$ cat src/rtl/ddr_init_ctrl.sv
// DDR SDRAM power-up / initialisation sequencer: drives CKE and the command bus
// through PRE, EMR, MR(DLL reset), PRE, REFRESH xN, MR, then releases the bus.
module ddr_init_ctrl #(
    parameter int BA_BITS     = 2,
    parameter int ROW_BITS    = 13,
    parameter int CNT_BITS    = 16,
    parameter int T_PWRUP_CYC = 200,
    parameter int T_RP_CYC    = 3,
    parameter int T_MRD_CYC   = 2,
    parameter int T_RFC_CYC   = 10,
    parameter int N_REFRESH   = 2,
    parameter int T_DLL_CYC   = 200
) (
    input  logic                core_clk,
    input  logic                core_rstn_sync,
    input  logic                init_start,
    input  logic [ROW_BITS-1:0] mode_reg,
    input  logic [ROW_BITS-1:0] ext_mode_reg,
    output logic                init_busy,
    output logic                init_done,
    output logic                ddr_cke,
    output logic                ddr_cs_n,
    output logic                ddr_ras_n,
    output logic                ddr_cas_n,
    output logic                ddr_we_n,
    output logic [BA_BITS-1:0]  ddr_ba,
    output logic [ROW_BITS-1:0] ddr_a
);

    typedef enum logic [3:0] {
        S_PWRUP,
        S_CKE_ON,
        S_PRE0,
        S_EMR,
        S_MR_DLLRST,
        S_PRE1,
        S_REF,
        S_MR_CLR,
        S_WAIT_DONE,
        S_DONE
    } state_t;

    localparam logic [3:0] CMD_DESEL = 4'b1111;
    localparam logic [3:0] CMD_NOP   = 4'b0111;
    localparam logic [3:0] CMD_PRE   = 4'b0010;
    localparam logic [3:0] CMD_REF   = 4'b0001;
    localparam logic [3:0] CMD_LMR   = 4'b0000;

    localparam logic [CNT_BITS:0]   ONE_W    = (CNT_BITS+1)'(1);
    localparam logic [CNT_BITS:0]   PWRUP_T  = (CNT_BITS+1)'(T_PWRUP_CYC);
    localparam logic [CNT_BITS:0]   RP_T     = (CNT_BITS+1)'(T_RP_CYC);
    localparam logic [CNT_BITS:0]   MRD_T    = (CNT_BITS+1)'(T_MRD_CYC);
    localparam logic [CNT_BITS:0]   RFC_T    = (CNT_BITS+1)'(T_RFC_CYC);
    localparam logic [CNT_BITS:0]   DLL_T    = (CNT_BITS+1)'(T_DLL_CYC);
    localparam logic [CNT_BITS-1:0] NREF_T   = CNT_BITS'(N_REFRESH);
    localparam logic [ROW_BITS-1:0] A10_MASK = ROW_BITS'(1) << 10;
    localparam logic [ROW_BITS-1:0] A8_MASK  = ROW_BITS'(1) << 8;

    state_t              state, nxt_state;
    logic [CNT_BITS-1:0] gap, nxt_gap;
    logic [CNT_BITS-1:0] dll, nxt_dll;
    logic [CNT_BITS-1:0] ref_cnt, nxt_ref;
    logic [CNT_BITS:0]   gap_p1, dll_p1;
    logic [CNT_BITS-1:0] gap_sat, dll_sat;
    logic [ROW_BITS-1:0] mode_q, ext_q;
    logic                latch_pending, do_latch, enter, dll_met;

    logic                nxt_cke, nxt_done, nxt_busy;
    logic [3:0]          nxt_cmd;
    logic [BA_BITS-1:0]  nxt_ba;
    logic [ROW_BITS-1:0] nxt_a;

    // gap counts cycles since the current state's command; dll since the DLL-reset LMR
    assign gap_p1  = {1'b0, gap} + ONE_W;
    assign dll_p1  = {1'b0, dll} + ONE_W;
    assign gap_sat = (&gap) ? gap : gap_p1[CNT_BITS-1:0];
    assign dll_sat = (&dll) ? dll : dll_p1[CNT_BITS-1:0];
    assign dll_met = (dll_p1 >= DLL_T);

    always_comb begin
        nxt_state = state;
        enter     = 1'b0;
        nxt_ref   = ref_cnt;
        do_latch  = latch_pending;
        case (state)
            S_PWRUP: begin
                if ({1'b0, gap} >= PWRUP_T) begin
                    nxt_state = S_CKE_ON;
                    enter     = 1'b1;
                end
            end
            S_CKE_ON: begin
                nxt_state = S_PRE0;
                enter     = 1'b1;
            end
            S_PRE0: begin
                if (gap_p1 >= RP_T) begin
                    nxt_state = S_EMR;
                    enter     = 1'b1;
                end
            end
            S_EMR: begin
                if (gap_p1 >= MRD_T) begin
                    nxt_state = S_MR_DLLRST;
                    enter     = 1'b1;
                end
            end
            S_MR_DLLRST: begin
                if (gap_p1 >= MRD_T) begin
                    nxt_state = S_PRE1;
                    enter     = 1'b1;
                end
            end
            S_PRE1: begin
                if (gap_p1 >= RP_T) begin
                    nxt_state = S_REF;
                    enter     = 1'b1;
                    nxt_ref   = CNT_BITS'(1);
                end
            end
            S_REF: begin
                // ref_cnt holds the number of REFRESH commands already issued
                if (gap_p1 >= RFC_T) begin
                    enter = 1'b1;
                    if (ref_cnt >= NREF_T) begin
                        nxt_state = S_MR_CLR;
                    end else begin
                        nxt_state = S_REF;
                        nxt_ref   = ref_cnt + CNT_BITS'(1);
                    end
                end
            end
            S_MR_CLR: begin
                if (gap_p1 >= MRD_T) begin
                    enter     = 1'b1;
                    nxt_state = dll_met ? S_DONE : S_WAIT_DONE;
                end
            end
            S_WAIT_DONE: begin
                if (dll_met) begin
                    nxt_state = S_DONE;
                    enter     = 1'b1;
                end
            end
            S_DONE: begin
                if (init_start) begin
                    nxt_state = S_PRE0;
                    enter     = 1'b1;
                    do_latch  = 1'b1;
                end
            end
            default: begin
                nxt_state = S_PWRUP;
                enter     = 1'b1;
            end
        endcase

        nxt_gap = enter ? '0 : gap_sat;
        nxt_dll = (enter && nxt_state == S_MR_DLLRST) ? '0 : dll_sat;

        // Pins show the next state's command only in its first cycle, NOPs after
        nxt_cke  = 1'b1;
        nxt_cmd  = CMD_NOP;
        nxt_ba   = '0;
        nxt_a    = '0;
        nxt_done = 1'b0;
        nxt_busy = 1'b1;
        case (nxt_state)
            S_PWRUP: begin
                nxt_cke = 1'b0;
                nxt_cmd = CMD_DESEL;
            end
            S_PRE0, S_PRE1: begin
                if (enter) begin
                    nxt_cmd = CMD_PRE;
                    nxt_a   = A10_MASK;
                end
            end
            S_EMR: begin
                if (enter) begin
                    nxt_cmd = CMD_LMR;
                    nxt_ba  = BA_BITS'(1);
                    nxt_a   = ext_q;
                end
            end
            S_MR_DLLRST: begin
                if (enter) begin
                    nxt_cmd = CMD_LMR;
                    nxt_a   = mode_q | A8_MASK;
                end
            end
            S_REF: begin
                if (enter) begin
                    nxt_cmd = CMD_REF;
                end
            end
            S_MR_CLR: begin
                if (enter) begin
                    nxt_cmd = CMD_LMR;
                    nxt_a   = mode_q & ~A8_MASK;
                end
            end
            S_DONE: begin
                nxt_done = 1'b1;
                nxt_busy = 1'b0;
            end
            default: begin
                nxt_cmd = CMD_NOP;
            end
        endcase
    end

    always_ff @(posedge core_clk) begin
        if (!core_rstn_sync) begin
            state         <= S_PWRUP;
            gap           <= '0;
            dll           <= '0;
            ref_cnt       <= '0;
            latch_pending <= 1'b1;
            mode_q        <= '0;
            ext_q         <= '0;
            ddr_cke       <= 1'b0;
            ddr_cs_n      <= 1'b1;
            ddr_ras_n     <= 1'b1;
            ddr_cas_n     <= 1'b1;
            ddr_we_n      <= 1'b1;
            ddr_ba        <= '0;
            ddr_a         <= '0;
            init_done     <= 1'b0;
            init_busy     <= 1'b1;
        end else begin
            state         <= nxt_state;
            gap           <= nxt_gap;
            dll           <= nxt_dll;
            ref_cnt       <= nxt_ref;
            latch_pending <= 1'b0;
            if (do_latch) begin
                mode_q <= mode_reg;
                ext_q  <= ext_mode_reg;
            end
            ddr_cke   <= nxt_cke;
            ddr_cs_n  <= nxt_cmd[3];
            ddr_ras_n <= nxt_cmd[2];
            ddr_cas_n <= nxt_cmd[1];
            ddr_we_n  <= nxt_cmd[0];
            ddr_ba    <= nxt_ba;
            ddr_a     <= nxt_a;
            init_done <= nxt_done;
            init_busy <= nxt_busy;
        end
    end

endmodule
$ cat config.mk
export PLATFORM = sky130hd
export DESIGN_NAME = ddr_init_ctrl
export DESIGN_NICKNAME = d
export VERILOG_FILES = /design/src/rtl/ddr_init_ctrl.sv
export SDC_FILE = /design/constraint.sdc
export NUM_CORES = 1
export LEC_CHECK = 0
export CAP_MARGIN = 20
export CORE_AREA = 2 2 171 106
export CTS_BUF_LIST = sky130_fd_sc_hd__clkbuf_8
export DETAILED_ROUTE_END_ITERATION = 6
export DIE_AREA = 0 0 173 108
export SYNTH_ARGS = -nofsm -noshare
export SYNTH_HDL_FRONTEND = slang
export SYNTH_SLANG_ARGS = --single-unit
export TNS_END_PERCENT = 10
$ cat constraint.sdc
create_clock -name core_clk -period 2.9 [get_ports core_clk]
set_input_delay 0.435 -clock core_clk [delete_from_list [all_inputs] [get_ports core_clk]]
set_output_delay 0.435 -clock core_clk [all_outputs]
set_load 0.03 [all_outputs]
Word level (Yosys, flattened, before mapping):

Cells that the tools add are included.

* bits in registers: 101
* bits of input ports: 29
* output and inout port bits: 22
* logic and storage cells: 98

* add/subtract/negate cells: 3
* magnitude comparators: 6
* eq/ne operators: 19
* multiplexer cells: 39
* bitwise operators: 1
* reduce and logical (&&, ||, !) cells: 14

Operators by type and width (number)
* one-hot mux 13 bit (4 select lines): 1
* 2-to-1 mux 16 bit: 3
* one-hot mux 4 bit (10 select lines): 1
* 2-to-1 mux 13 bit: 3
* 2-to-1 mux 4 bit: 9
* adder 16 x 1 -> 17 bit, second input constant: 2
* >= comparator 17 x 2 -> 1 bit, second input constant: 2
* == test 4 x 3 -> 1 bit, second input constant: 8
* one-hot mux 16 bit (2 select lines): 1
* AND reduction 16 bit: 2
* >= comparator 17 x 4 -> 1 bit, second input constant: 1
* >= comparator 17 x 8 -> 1 bit, second input constant: 1
* adder 16 x 1 -> 16 bit, second input constant: 1
* == test 4 x 2 -> 1 bit, second input constant: 4
* >= comparator 16 x 2 -> 1 bit, second input constant: 1
* >= comparator 16 x 8 -> 1 bit, second input constant: 1
* one-hot mux 4 bit (4 select lines): 1
* 2-to-1 mux 1 bit: 15
* == test 4 bit, second input constant: 3
* 2-to-1 mux 11 bit: 1
* 2-to-1 mux 3 bit: 3
* zero test 4 bit: 2
* OR reduction 2 bit: 4
* != test 2 bit, second input constant: 3
* other kinds (8): 9

Logic depth before layout (Yosys ltp):

Gate-level depths: netlist (run 1).

* depth after elaboration: 8
* gate-level depth with buffers: 13
* gate-level depth less buffers: 10

Worst setup path before layout (run 1):

OpenSTA, ideal clock, no wires.

* path kind: register -> register
* start: reg dll[1]
* end: reg ddr_a[0]
* library setup time: 0.066 ns
* arrival time: 3.167 ns
* data required time: 2.834 ns
* path slack: -0.333 ns
* cell stages (with the launch flop): 12
* period minus slack after synthesis: 3.233 ns
* path through: dfxtp_1 ha_1 nand3_1 nor4_1 mux2i_1 nand3_1 o31a_2 or4_4 o21ai_2 buf_4 nand4_1 a21oi_2

* cells in the longest elaborated chain, start to end: 8
* elaborated cells on any way between the ends: 18

RTL lines
* start, declared: line 61 `logic [CNT_BITS-1:0] dll, nxt_dll;`
* start signal, assigned: line 234 `dll <= nxt_dll;`
* adder 16 x 1 -> 17 bit (*): line 75 `assign dll_p1 = {1'b0, dll} + ONE_W;`
* >= comparator 17 x 8 -> 1 bit (*): line 78 `assign dll_met = (dll_p1 >= DLL_T);`
* 2-to-1 mux 1 bit: line 136, 140
* 2-to-1 mux 4 bit: line 134 `if (gap_p1 >= MRD_T) begin`
* one-hot mux 4 bit (10 select lines): line 85 `case (state)`
* == test 4 x 2 -> 1 bit or == test 4 x 3 -> 1 bit (tied branches): line 168 `case (nxt_state)`
* OR reduction 2 bit: line 168
* one-hot mux 13 bit (4 select lines) (*): line 168
* end signal, assigned: line 247 `ddr_a <= nxt_a;`
* end, declared: line 27 `output logic [ROW_BITS-1:0] ddr_a`

Mark *: on every way between the ends. The rest lies on a longest branch, timed or not.
A chain may end at the register's enable or synchronous reset.

Worst setup path in the final report (run 1):

* start: reg gap[6]
* end: reg ddr_a[9]

* cells in the longest elaborated chain, start to end: 7
* elaborated cells on any way between the ends: 28

RTL lines
* start, declared: line 60 `logic [CNT_BITS-1:0] gap, nxt_gap;`
* start signal, assigned: line 233 `gap <= nxt_gap;`
* adder 16 x 1 -> 17 bit: line 74 `assign gap_p1 = {1'b0, gap} + ONE_W;`
* >= comparator 17 x 2 -> 1 bit, or another cell as far along: line 103, 109, 134
* 2-to-1 mux 4 bit, or another cell as far along: line 134
* one-hot mux 4 bit (10 select lines): line 85
* == test 4 x 2 -> 1 bit or == test 4 x 3 -> 1 bit (tied branches): line 168
* OR reduction 2 bit: line 168
* one-hot mux 13 bit (4 select lines) (*): line 168

Marks and branches as above.

==> qor_table.md, run 1 <==
| Item | Reported |
|:---|:---|
| Most instantiated library cell after synthesis | sky130_fd_sc_hd__dfxtp_1 |
| Global-route wire length before repair | 23230 um |
| Mean number of vias per cell | 5.053 |
| Number of port buffers | 48 |
| HPWL reported at the end of detailed placement | 10240 um |
| Site Rows | 37 |
| Synth warn | 0 |
| Layout cell share with drive strength beyond 1 | 31.36% |
| I/O pin count | 51 |
| Number of flops mapped to enable cells by yosys | 0 |
| Mean area per synthesized cell | 8.713 sq um |
| Share of synthesized flip-flops with an asynchronous set or reset | 0% |
| Startpoint class of the critical path | flip-flop |
| Maximum Capacitance Violations | 0 |
| Largest net degree at the start of global routing | 26 |
| Worst setup path category | flip-flop to flip-flop |
| Total standard cell area after synthesis | 5071 sq um |
| DR iter-0 viols | 422 |
| Number of endpoints with negative hold slack in the final report | 0 |
| Part of the total power dissipated in the clock network | 37.1% |
| Transition time of the tightest slew-check pin | 0.6217 ns |
| Vias | 4760 |
| Effective utilization at floorplan | 29.93% |
| RSZ-0062 raised after global routing | yes |
| Vert. Die Dim | 108 um |
| Die Width | 173 um |
| Maximum operating frequency | 316.5 MHz |
| Clock latency reported for the late side of the worst-skew pair | 0.38 ns |
| Count of cell types in the netlist | 87 |
| Clock buffers created by TritonCTS | 9 |
| Top area cells in the synthesized netlist | sky130_fd_sc_hd__dfxtp_1 (39%), sky130_fd_sc_hd__a21oi_1 (5.2%), sky130_fd_sc_hd__nand2_1 (5.0%) |
| Worst vdd ir | 0.1710 mV |
| Cell with the biggest individual delay on the critical path | sky130_fd_sc_hd__or4_4 |
| Sw Pwr | 0.6911 mW |
| Sequential cell area fraction in the yosys report | 39.08% |
| Top cells by instance count after synthesis | sky130_fd_sc_hd__dfxtp_1 (99), sky130_fd_sc_hd__nand2_1 (68), sky130_fd_sc_hd__a21oi_1 (53), sky130_fd_sc_hd__nor2_1 (38), sky130_fd_sc_hd__nand3_1 (30) |
| Share of the cycle needed by the critical path after routing | 108.9% |
| Die Footprint | 18680 sq um |
| Final Worst Setup Slack | -0.2591 ns |
| Clock Tree Buf Depth | 2 |
| Power Internal | 1.931 mW |
| Total inserted antenna cells | 0 |
| Design Area, Final | 6935 sq um |
| Power Dens Cells | 378.0 nW/um^2 |
| Leakage | 2.578 nW |
| Critical path, cell by cell | nand4_4 > or4_4 > o31a_1 > or4_4 > or4_4 > o32a_4 > a31oi_4 > o211ai_4 > buf_12 > a21oi_2 |
| Category of the worst setup path capture point | flip-flop |
| Critical path data arrival time | 3.48 ns |
| Leading area contributor after synthesis | sky130_fd_sc_hd__dfxtp_1 |
| Mapped Cells | 582 |
| CTS tree | built |
| Total power | 2.622 mW |
| Final critical path time including I/O delays and setup | 3.159 ns |
| Fraction of power spent switching nets | 26.36% |
| Number of flip-flops and latches in the synthesized netlist | 99 |
| Worst-case clock skew | 0.01649 ns |
| Via count of the first global-routing pass | 4600 |
| Nets | 740 |
| CP max stage delay | 0.53 ns |
| Combinational group share of total power | 9.3% |
| Clock tree sinks | 99 |
| Average wire length per cell after detail routing | 15.16 um |
| Routability cong. | 0.8552 |
| DRC | 0 |
| Total core area | 16940 sq um |
| Critical Path Most Common Cell | sky130_fd_sc_hd__or4_4 |
| Count of H-tree levels built during CTS | 3 |
| Clock root cell | sky130_fd_sc_hd__clkbuf_8 |
| Worst min-delay path class | flip-flop to flip-flop |
| Count of nets left with antenna violations after detail routing | 0 |
| Area delta synth->final | 36.76% |
| Number of search-and-repair iterations in the first detailed-routing pass | 5 |
| Number of antenna violations at the first check in global routing | 0 |
| Total count of max-transition violations in the final report | 0 |
| Outcome | finished, violations left |
| Proportion of netlist area held by the largest area contributor | 39.08% |
| Violated checks | negative setup slack |
| Sequential share of power | 53.6% |
| Relative slew slack | 58.30% |
| Clock edge transition at the registers on the reported setup and hold paths | 0.11 ns |
| Most common flop cell mapped by yosys | sky130_fd_sc_hd__dfxtp_1 |
| Total overflow reported by the global router | 0 |
| Number of nets produced by synthesis | 619 |
| Maximum fanout along the worst path | 7 |
| Data required time of the worst path | 3.22 ns |
| Aggregate global-route resource usage | 15.33% |
| Hold Buf Count CTS | 0 |
| Final setup violation count | 37 |
| Tightest hold margin | 0.4581 ns |
| Final wirelength | 14280 um |
| Placement-stage cell area | 6366 sq um |
-- sequential cells by signal, indices dropped and copies added (netlist names) --
| signal | cells |
|---|---|
| ddr_ba | 1 |
| gap | 16 |
| state | 4 |
| ddr_cs_n | 1 |
| ddr_cas_n | 1 |
| ddr_cke | 1 |
| init_done | 1 |
| ddr_a | 13 |
| ddr_ras_n | 1 |
| ddr_we_n | 1 |
| ext_q | 13 |
| init_busy | 1 |
| mode_q | 12 |
| ref_cnt | 16 |
| latch_pending | 1 |
| dll | 16 |
-- path summary, 6_finish.rpt --
| kind | startpoint | endpoint | slack (ns) | depth (start not counted) |
|---|---|---|---|---|
| max | gap[6] | ddr_a[9] | -0.26 | 10 |
| min | ext_q[3] | ext_q[3] | 0.46 | 2 |
| max reg2reg | gap[6] | ddr_a[9] | -0.26 | 10 |
| min reg2reg | ext_q[3] | ext_q[3] | 0.46 | 2 |
-- power groups by stage --
stage | clock network [mW] | logic (mW) | registers (mW)
detailed placement | 0 | 0.224 | 1.44
global placement | 0 | 0.219 | 1.44
floorplan | 0 | 0.113 | 1.43
global route | 1.06 | 0.266 | 1.41
finish | 0.973 | 0.243 | 1.41
CTS | 1.00 | 0.239 | 1.41
-- timing repair --
action,CTS,global route
setup endpoints to repair,55,62
resized for setup,39,24
gates cloned,0,0
pin swaps,18,7
setup buffers,9,0
-- area by class of cell --
| cell class | count | area, sq um |
|---|---|---|
| fillers | 1678 | 10010 |
| well taps | 234 | 292.8 |
| clock buffers | 9 | 123.9 |
| multi-input cells | 427 | 3029 |
| inverters | 17 | 63.81 |
| clock inverters | 7 | 95.09 |
| repair buffers | 149 | 1328 |
| flip-flops and latches | 99 | 2003 |
-- worst max-delay path: cells and delay by family, from the launching register on --
family                 cells  cell delay, ns
buffers and inverters      1            0.17
DFF                        1            0.40
AOI/OAI and AO/OA          5            0.95
and+or+nand+nor            4            1.58
-- placed cells by master (no fill, tap or decap), types with 8 or more instances in the layout --
cell / n
sky130_fd_sc_hd__a21oi_1: 50
sky130_fd_sc_hd__a21oi_2: 19
sky130_fd_sc_hd__a31oi_1: 8
sky130_fd_sc_hd__and2_1: 10
sky130_fd_sc_hd__buf_4: 89
sky130_fd_sc_hd__clkbuf_8: 9
sky130_fd_sc_hd__clkdlybuf4s50_1: 48
sky130_fd_sc_hd__dfxtp_1: 90
sky130_fd_sc_hd__inv_1: 16
sky130_fd_sc_hd__nand2_1: 67
sky130_fd_sc_hd__nand3_1: 26
sky130_fd_sc_hd__nand4_1: 20
sky130_fd_sc_hd__nor2_1: 36
sky130_fd_sc_hd__nor3_1: 11
sky130_fd_sc_hd__xnor2_1: 18
sky130_fd_sc_hd__xor2_1: 9
-- stage by stage --
step / setup WS, ns / cells / setup TNS (ns) / util [%]
after global placement: -0.2910 / 918 / -6.445 / 37.57
after detailed placement: -0.3398 / 918 / -9.734 / 37.57
after floorplan: -0.1783 / 582 / -3.890 / -
final: -0.2591 / 942 / -4.444 / 40.93
after CTS: -0.2283 / 942 / -4.286 / 40.28
after global routing: -0.3261 / 942 / -9.780 / 40.93
-- metal layers --
layer  GRT usage (%)  up-vias  share of wire [%]
li1                -     2338                  -
met1           22.24     2269                 50
met2           23.40      129                 43
met3           3.059       24                5.7
met4           3.511        0                1.2
met5               0        -                  0
-- cells by family after synthesis --
family	after synthesis	synth area share, %
and+or+nand+nor	244	26.30
AOI/OAI and AO/OA	140	19.57
DFF	99	39.08
buffers and inverters	56	6.933
xor gates and xnor gates	27	4.663
adders and majority gates	8	1.974
muxes	7	1.406
other	1	0.07395
Note: power is estimated with default switching activity, not from simulation.
==> run 2: changes to the inputs <==
Settings changed: CORE_AREA 2 2 171 106 to 4 4 173 108, DIE_AREA 0 0 173 108 to 0 0 177 112.
==> run 2 against run 1 <==
Net effect: the run still ends with negative setup slack left; first-iteration DRC count fell by 0.71%; register-to-register slack worse by 0.03 ns; clock skew is 0.0035 ns higher; flip-flop and latch count stayed put; sequential power is essentially flat; worst setup slack got worse by 0.026 ns; final area decreased by 0.22%; combinational power fell by 4%; core utilization is 0.20 points lower; cell count decreased by 0.32%; sequential share of layout area grew 0.12 points; highest routed layer unchanged.
==> qor_table.md, run 2 (synthesis gave the netlist of run 1 again) <==
| Item | Reported | vs previous |
|:---|:---|:---|
| Outcome | finished, violations left | unchanged |
| Violated checks | negative setup slack | unchanged |
| Total inserted antenna cells | 0 | unchanged |
| Hold Buf Count CTS | 0 | unchanged |
| Commonest cells after routing, fill and taps aside | sky130_fd_sc_hd__dfxtp_1 (87), sky130_fd_sc_hd__buf_4 (87), sky130_fd_sc_hd__nand2_1 (68) | was sky130_fd_sc_hd__dfxtp_1 (90), sky130_fd_sc_hd__buf_4 (89), sky130_fd_sc_hd__nand2_1 (67) |
| Mean number of vias per cell | 4.883 | was 5.053 |
| Count of cells along the worst hold path | 2 | unchanged |
| Critical path data arrival time | 3.50 ns | was 3.48 ns |
| Dpl cells | 918 | unchanged |
| DRC | 0 | unchanged |
| Critical path, cell by cell | nand4_4 > or4_4 > o31a_1 > or4_4 > or4_4 > o32a_4 > nand3_2 > buf_12 > nand3_1 > a31oi_4 | was nand4_4 > or4_4 > o31a_1 > or4_4 > or4_4 > o32a_4 > a31oi_4 > o211ai_4 > buf_12 > a21oi_2 |
| Average wire length per cell after detail routing | 14.27 um | was 15.16 um |
| Die Width | 177 um | was 173 um |
| Routability cong. | 0.8614 | was 0.8552 |
| Placement-stage cell area | 6379 sq um | was 6366 sq um |
| Power Dens Cells | 374.3 nW/um^2 | was 378.0 nW/um^2 |
| Clock tree sinks | 99 | unchanged |
| Relative slew slack | 56.87% | was 58.30% |
| Sw Pwr | 0.6697 mW | was 0.6911 mW |
| Sequential share of power | 54.3% | was 53.6% |
| CTS tree | built | unchanged |
| Worst hold start | mode_q[10] | was ext_q[3] |
| Share of the cycle needed by the critical path after routing | 109.8% | was 108.9% |
| Count of nets left with antenna violations after detail routing | 0 | unchanged |
| Maximum operating frequency | 313.9 MHz | was 316.5 MHz |
| Maximum Capacitance Violations | 0 | unchanged |
| Number of endpoints with negative hold slack in the final report | 0 | unchanged |
| Global-route wire length before repair | 22160 um | was 23230 um |
| DR iter-0 viols | 419 | was 422 |
| Vias | 4585 | was 4760 |
| I/O pin count | 51 | unchanged |
| Via count of the first global-routing pass | 4223 | was 4600 |
| First element of the critical path | gap[7] | was gap[6] |
| Total overflow reported by the global router | 0 | unchanged |
| Reg2Reg Launch Point | gap[7] | was gap[6] |
| Number of port buffers | 48 | unchanged |
| Area delta synth->final | 36.47% | was 36.76% |
| Aggregate global-route resource usage | 13.52% | was 15.33% |
| Worst vdd ir | 0.2425 mV | was 0.1710 mV |
| Critical path buffer and inverter count | 1 | unchanged |
| Worst-case clock skew | 0.01997 ns | was 0.01649 ns |
| Final critical path time including I/O delays and setup | 3.186 ns | was 3.159 ns |
| Die Footprint | 19820 sq um | was 18680 sq um |
| Transition time of the tightest slew-check pin | 0.6452 ns | was 0.6217 ns |
| HPWL reported at the end of detailed placement | 9707 um | was 10240 um |
| Largest net degree at the start of global routing | 33 | was 26 |
| Fraction of power spent switching nets | 25.85% | was 26.36% |
| Maximum fanout along the worst path | 12 | was 7 |
| Combinational group share of total power | 9.0% | was 9.3% |
| Design Area, Final | 6920 sq um | was 6935 sq um |
| Number of antenna violations at the first check in global routing | 0 | unchanged |
| Largest registers | dll x16, gap x16, ref_cnt x16 | unchanged |
| Clock edge transition at the registers on the reported setup and hold paths | 0.11 ns | about the same |
| Clock Tree Buf Depth | 2 | unchanged |
| Count of H-tree levels built during CTS | 3 | unchanged |
| Clock buffers created by TritonCTS | 9 | unchanged |
| Total core area | 16990 sq um | was 16940 sq um |
| Worst min-delay path class | flip-flop to flip-flop | unchanged |
| Part of the total power dissipated in the clock network | 36.7% | was 37.1% |
| Critical Path Most Common Cell | sky130_fd_sc_hd__or4_4 | unchanged |
| Cell with the biggest individual delay on the critical path | sky130_fd_sc_hd__or4_4 | unchanged |
| Reg2reg path depth | 10 | unchanged |
| Layout cell share with drive strength beyond 1 | 31.35% | was 31.36% |
| Nets | 737 | was 740 |
| Clock latency reported for the late side of the worst-skew pair | 0.38 ns | about the same |
| Data required time of the worst path | 3.21 ns | was 3.22 ns |
| Effective utilization at floorplan | 29.85% | was 29.93% |
| Site Rows | 37 | unchanged |
| Power Internal | 1.921 mW | was 1.931 mW |
| Final wirelength | 13400 um | was 14280 um |
| Number of search-and-repair iterations in the first detailed-routing pass | 5 | unchanged |
| Final Worst Setup Slack | -0.2856 ns | was -0.2591 ns |
| Final setup violation count | 36 | was 37 |
| Startpoint class of the critical path | flip-flop | unchanged |
| Category of the worst setup path capture point | flip-flop | unchanged |
| Leakage | 2.590 nW | was 2.578 nW |
| Vert. Die Dim | 112 um | was 108 um |
| Total count of max-transition violations in the final report | 0 | unchanged |
| Clock root cell | sky130_fd_sc_hd__clkbuf_8 | unchanged |
| CP max stage delay | 0.53 ns | about the same |
| Top cell family by delay on the critical path | simple AND/OR/NAND/NOR gates | unchanged |
| Final Instance Count excl. Fillers | 939 | was 942 |
| Total stage count of the critical path | 10 | unchanged |
| RSZ-0062 raised after global routing | yes | unchanged |
| Worst setup path category | flip-flop to flip-flop | unchanged |
## run 2: cell count changes in the layout (fill, tap and decap cells not counted), sizes merged
cell and delta:
clkinv -2, buf -5, clkbuf +2, clkinvlp +2
## run 2: routing by layer
layer  track usage (%)  vias to the layer above  part of all wire [%]
met3             2.918                        5                   5.4
met5                 0                        -                     0
li1                  -                     2342                     -
met2             17.13                      111                    38
met4             1.855                        0                  0.37
met1             22.85                     2127                    56
## run 2: through the flow
step	util [%]	power, mW	TNS, ns	worst slack [ns]	hold WS [ns]
floorplan	-	1.547	-3.890	-0.1783	0.4312
global placement	37.54	1.660	-9.878	-0.3652	0.4413
detailed placement	37.54	1.661	-8.722	-0.3876	0.4449
CTS	39.17	2.609	-4.431	-0.2336	0.4584
global route	40.73	2.707	-9.620	-0.3721	0.4803
finish	40.73	2.591	-4.308	-0.2856	0.4595
## run 2: tightest hold or removal path, cell delays in order, from the launching register on
cell                      delay, ns
sky130_fd_sc_hd__dfxtp_1       0.33
sky130_fd_sc_hd__nand2_1       0.05
sky130_fd_sc_hd__a21oi_1       0.05
## run 2: path summary, 6_finish.rpt
check | endpoint | slack (ns)
setup reg to reg | ddr_a[10] | -0.29
hold / removal | mode_q[10] | 0.46
hold reg to reg | mode_q[10] | 0.46
setup / recovery | ddr_a[10] | -0.29
## run 2: power groups by stage
stage | Sequential, mW | Clock (mW) | Combinational, mW
final | 1.41 | 0.952 | 0.233
after global routing | 1.41 | 1.04 | 0.257
after CTS | 1.41 | 0.979 | 0.224
after detailed placement | 1.44 | 0 | 0.223
after global placement | 1.44 | 0 | 0.221
after floorplan | 1.43 | 0 | 0.113
## run 2: final cells by class
type	instances	area [sq um]
clock buffers	9	123.9
clock inverters	7	92.59
fillers	1662	10070
inverters	17	63.81
multi-input cells	427	2994
flip-flops and latches	99	2007
well taps	234	292.8
repair buffers	146	1346
## run 2: what timing repair did
action	4_1_cts	5_1_grt
buffers inserted	2	2
gates cloned	0	2
endpoints found under the setup margin	55	58
pin swaps	1	7
resized for setup	12	44
==> RTL edit, RTL diff (settings of run 1) <==
Re-encode `state_t` (10 states) as Gray code, 4 bits wide.
--- a/src/rtl/ddr_init_ctrl.sv
+++ b/src/rtl/ddr_init_ctrl.sv
@@ -30,12 +30,12 @@
     typedef enum logic [3:0] {
-        S_PWRUP,
-        S_CKE_ON,
-        S_PRE0,
-        S_EMR,
-        S_MR_DLLRST,
-        S_PRE1,
-        S_REF,
-        S_MR_CLR,
-        S_WAIT_DONE,
-        S_DONE
+        S_PWRUP     = 4'b0000,
+        S_CKE_ON    = 4'b0001,
+        S_PRE0      = 4'b0011,
+        S_EMR       = 4'b0010,
+        S_MR_DLLRST = 4'b0110,
+        S_PRE1      = 4'b0111,
+        S_REF       = 4'b0101,
+        S_MR_CLR    = 4'b0100,
+        S_WAIT_DONE = 4'b1100,
+        S_DONE      = 4'b1101
     } state_t;
Check against the original RTL: no difference found for any inputs over 10 cycles, from zero or initial values and one cycle with core_rstn_sync low; not proved beyond that.
==> RTL edit against run 1 <==
The run still ends with negative setup slack left; sequential cell count unchanged; critical path depth is 2 higher; synthesized area shrank 5.8%; cell area down 10%; setup slack better by 0.21 ns; wire length shrank 14%.
Power is not compared: it rests on default switching activity, and its combinational part moved more than twofold at a synthesized area within 25%.
==> RTL edit: results (changes against run 1) <==
| Metric | Value |
|---|---|
| Worst-Skew Late Latency | 0.38 ns (about the same) |
| Post-synthesis net count | 597 (was 619) |
| Status | finished, violations left (unchanged) |
| Max Buffers Root-to-Sink | 2 (unchanged) |
| Reg clk slew, reported paths | 0.11 ns (about the same) |
| Root buffer cell | clkbuf_8 (unchanged) |
| Port bufs | 48 (unchanged) |
| Primary FF master, synth | dfxtp_1 (unchanged) |
| Crit-path max FO | 7 (unchanged) |
| Failing checks | negative setup slack (unchanged) |
| Biggest regs | dll: 16 flops, gap: 16 flops, ref_cnt: 16 flops (unchanged) |
| H-tree levels | 3 (unchanged) |
| Synth unique cells | 71 (was 87) |
| Final RePlAce weighted congestion | 0.822 (was 0.855) |
| Sequential fraction of the synthesis area | 41.5% (was 39.1%) |
| LEAKAGE | 0.00225 uW |
| Largest net degree at the start of global routing | 34 (was 26) |
| Top cells by count, synth | dfxtp_1, nand2_1, a21oi_1 (unchanged) |
| HP Start | mode_q[6] (was ext_q[3]) |
| Critical path type | reg -> reg (unchanged) |
| Post-DP Area | 5920 um2 (was 6370 um2) |
| 1st-iter DRT viols | 308 (was 422) |
| Setup Skew | 0.0145 ns (was 0.0165 ns) |
| Async set-reset flop share out of synthesis | 0% (unchanged) |
| Final WS setup | -0.0512 ns (was -0.259 ns) |
| Vias in the first global route | 3847 (was 4600) |
| Hpwl dp | 9.00 mm (was 10.2 mm) |
| # nets final | 689 (was 740) |
| Setup TNS Final | -0.205 ns (was -4.44 ns) |
| Routed via count | 4317 (was 4760) |
| Synth warn | 0 (unchanged) |
| GRT Total Usage | 13.3% (was 15.3%) |
| DRT Pass-1 Iters | 5 (unchanged) |
| Final setup vio count | 15 (was 37) |
| Share of cells above drive strength 1 | 20.9% (was 31.4%) |
| Max_slew headroom | 61.7% (was 58.3%) |
| Final Routed Wirelength | 12.2 mm (was 14.3 mm) |
| Ranking of synthesized cells by area | dfxtp_1, nand2_1, a21oi_1 (was dfxtp_1, a21oi_1, nand2_1) |
| First-pass GRT wire length | 20.0 mm (was 23.2 mm) |
| CP arrival | 3.23 ns (was 3.48 ns) |
| Initial antenna violation count | 0 (unchanged) |
| Diodes inserted | 0 (unchanged) |
| Cts bufs inserted | 9 (unchanged) |
| Peak supply drop | 0.253 mV |
| Worst Hold Class | reg -> reg (unchanged) |
| Beginning of the worst register-to-register path | gap[0] (was gap[6]) |
[RTL edit: cells by family (layout without fill, tap and decap cells)]
family | count (synthesis) | after routing | share of synthesized area (%)
AOI/OAI and AO/OA | 134 | 134 | 20.3
xor gates and xnor gates | 26 | 26 | 4.77
adders and majority gates | 8 | 8 | 2.10
buffers and inverters | 55 | 152 | 5.48
DFF | 99 | 99 | 41.5
muxes | 4 | 4 | 0.838
other | 1 | 1 | 0.0785
and+or+nand+nor | 233 | 233 | 25.0
[RTL edit: what timing repair did]
action	in CTS	in global routing
hold endpoints to repair	0	0
setup buffers	1	3
pin swaps	3	9
endpoints found under the setup margin	20	29
resized for setup	8	16
[RTL edit: report_power, final]
| part | switching (uW) | internal, uW | leakage, uW | total [uW] |
|---|---|---|---|---|
| sequential | 58.9 | 1420 | 0.000806 | 1480 |
| clock | 545 | 338 | 0.0000962 | 882 |
| combinational | 599 | 491 | 0.00135 | 1090 |
| total | 1200 | 2250 | 0.00225 | 3450 |
[RTL edit: cell type report]
| class | instances | area [um2] |
|---|---|---|
| clock buffer | 9 | 124 |
| clock inverter | 7 | 67.6 |
| fill | 1771 | 10700 |
| inverter | 15 | 56.3 |
| multi-input combinational | 406 | 2610 |
| sequential | 99 | 1990 |
| tap | 234 | 293 |
| timing repair buffer | 121 | 1080 |
[RTL edit: critical path, stage by stage (launching register included)]
cell and delay, ns:
dfxtp_4 0.40, buf_12 0.11, nand4_1 0.22, nor3_2 0.34, mux2i_1 0.15, or3_4 0.44, o31ai_4 0.30, buf_6 0.14
o211ai_1 0.12, buf_4 0.17, o31ai_1 0.24, buf_4 0.17, inv_1 0.03
[RTL edit: final timing paths]
check,to,slack (ns),depth (start not counted)
worst min-delay path,mode_q[6],0.46,2
worst max-delay path,ddr_cke,-0.05,12
worst min register to register,mode_q[6],0.46,2
worst max register to register,ddr_cke,-0.05,12
[RTL edit: through the flow]
stage | util [%] | setup WS, ns | cells
2_1_floorplan | - | 0.0413 | 560
3_5_place_dp | 34.9 | -0.0659 | 871
4_1_cts | 36.3 | -0.0658 | 888
5_1_grt | 36.7 | -0.146 | 891
6_report | 36.7 | -0.0512 | 891
3_3_place_gp | 34.9 | -0.0462 | 871
[RTL edit: layer usage]
layer  wire length, um  GRT usage (%)  up-vias
li1                  -              -     2210
met1              7050           21.9     2009
met2              4460           16.3       90
met3               619           3.38        8
met4                80           2.91        0
met5                 0              0        -
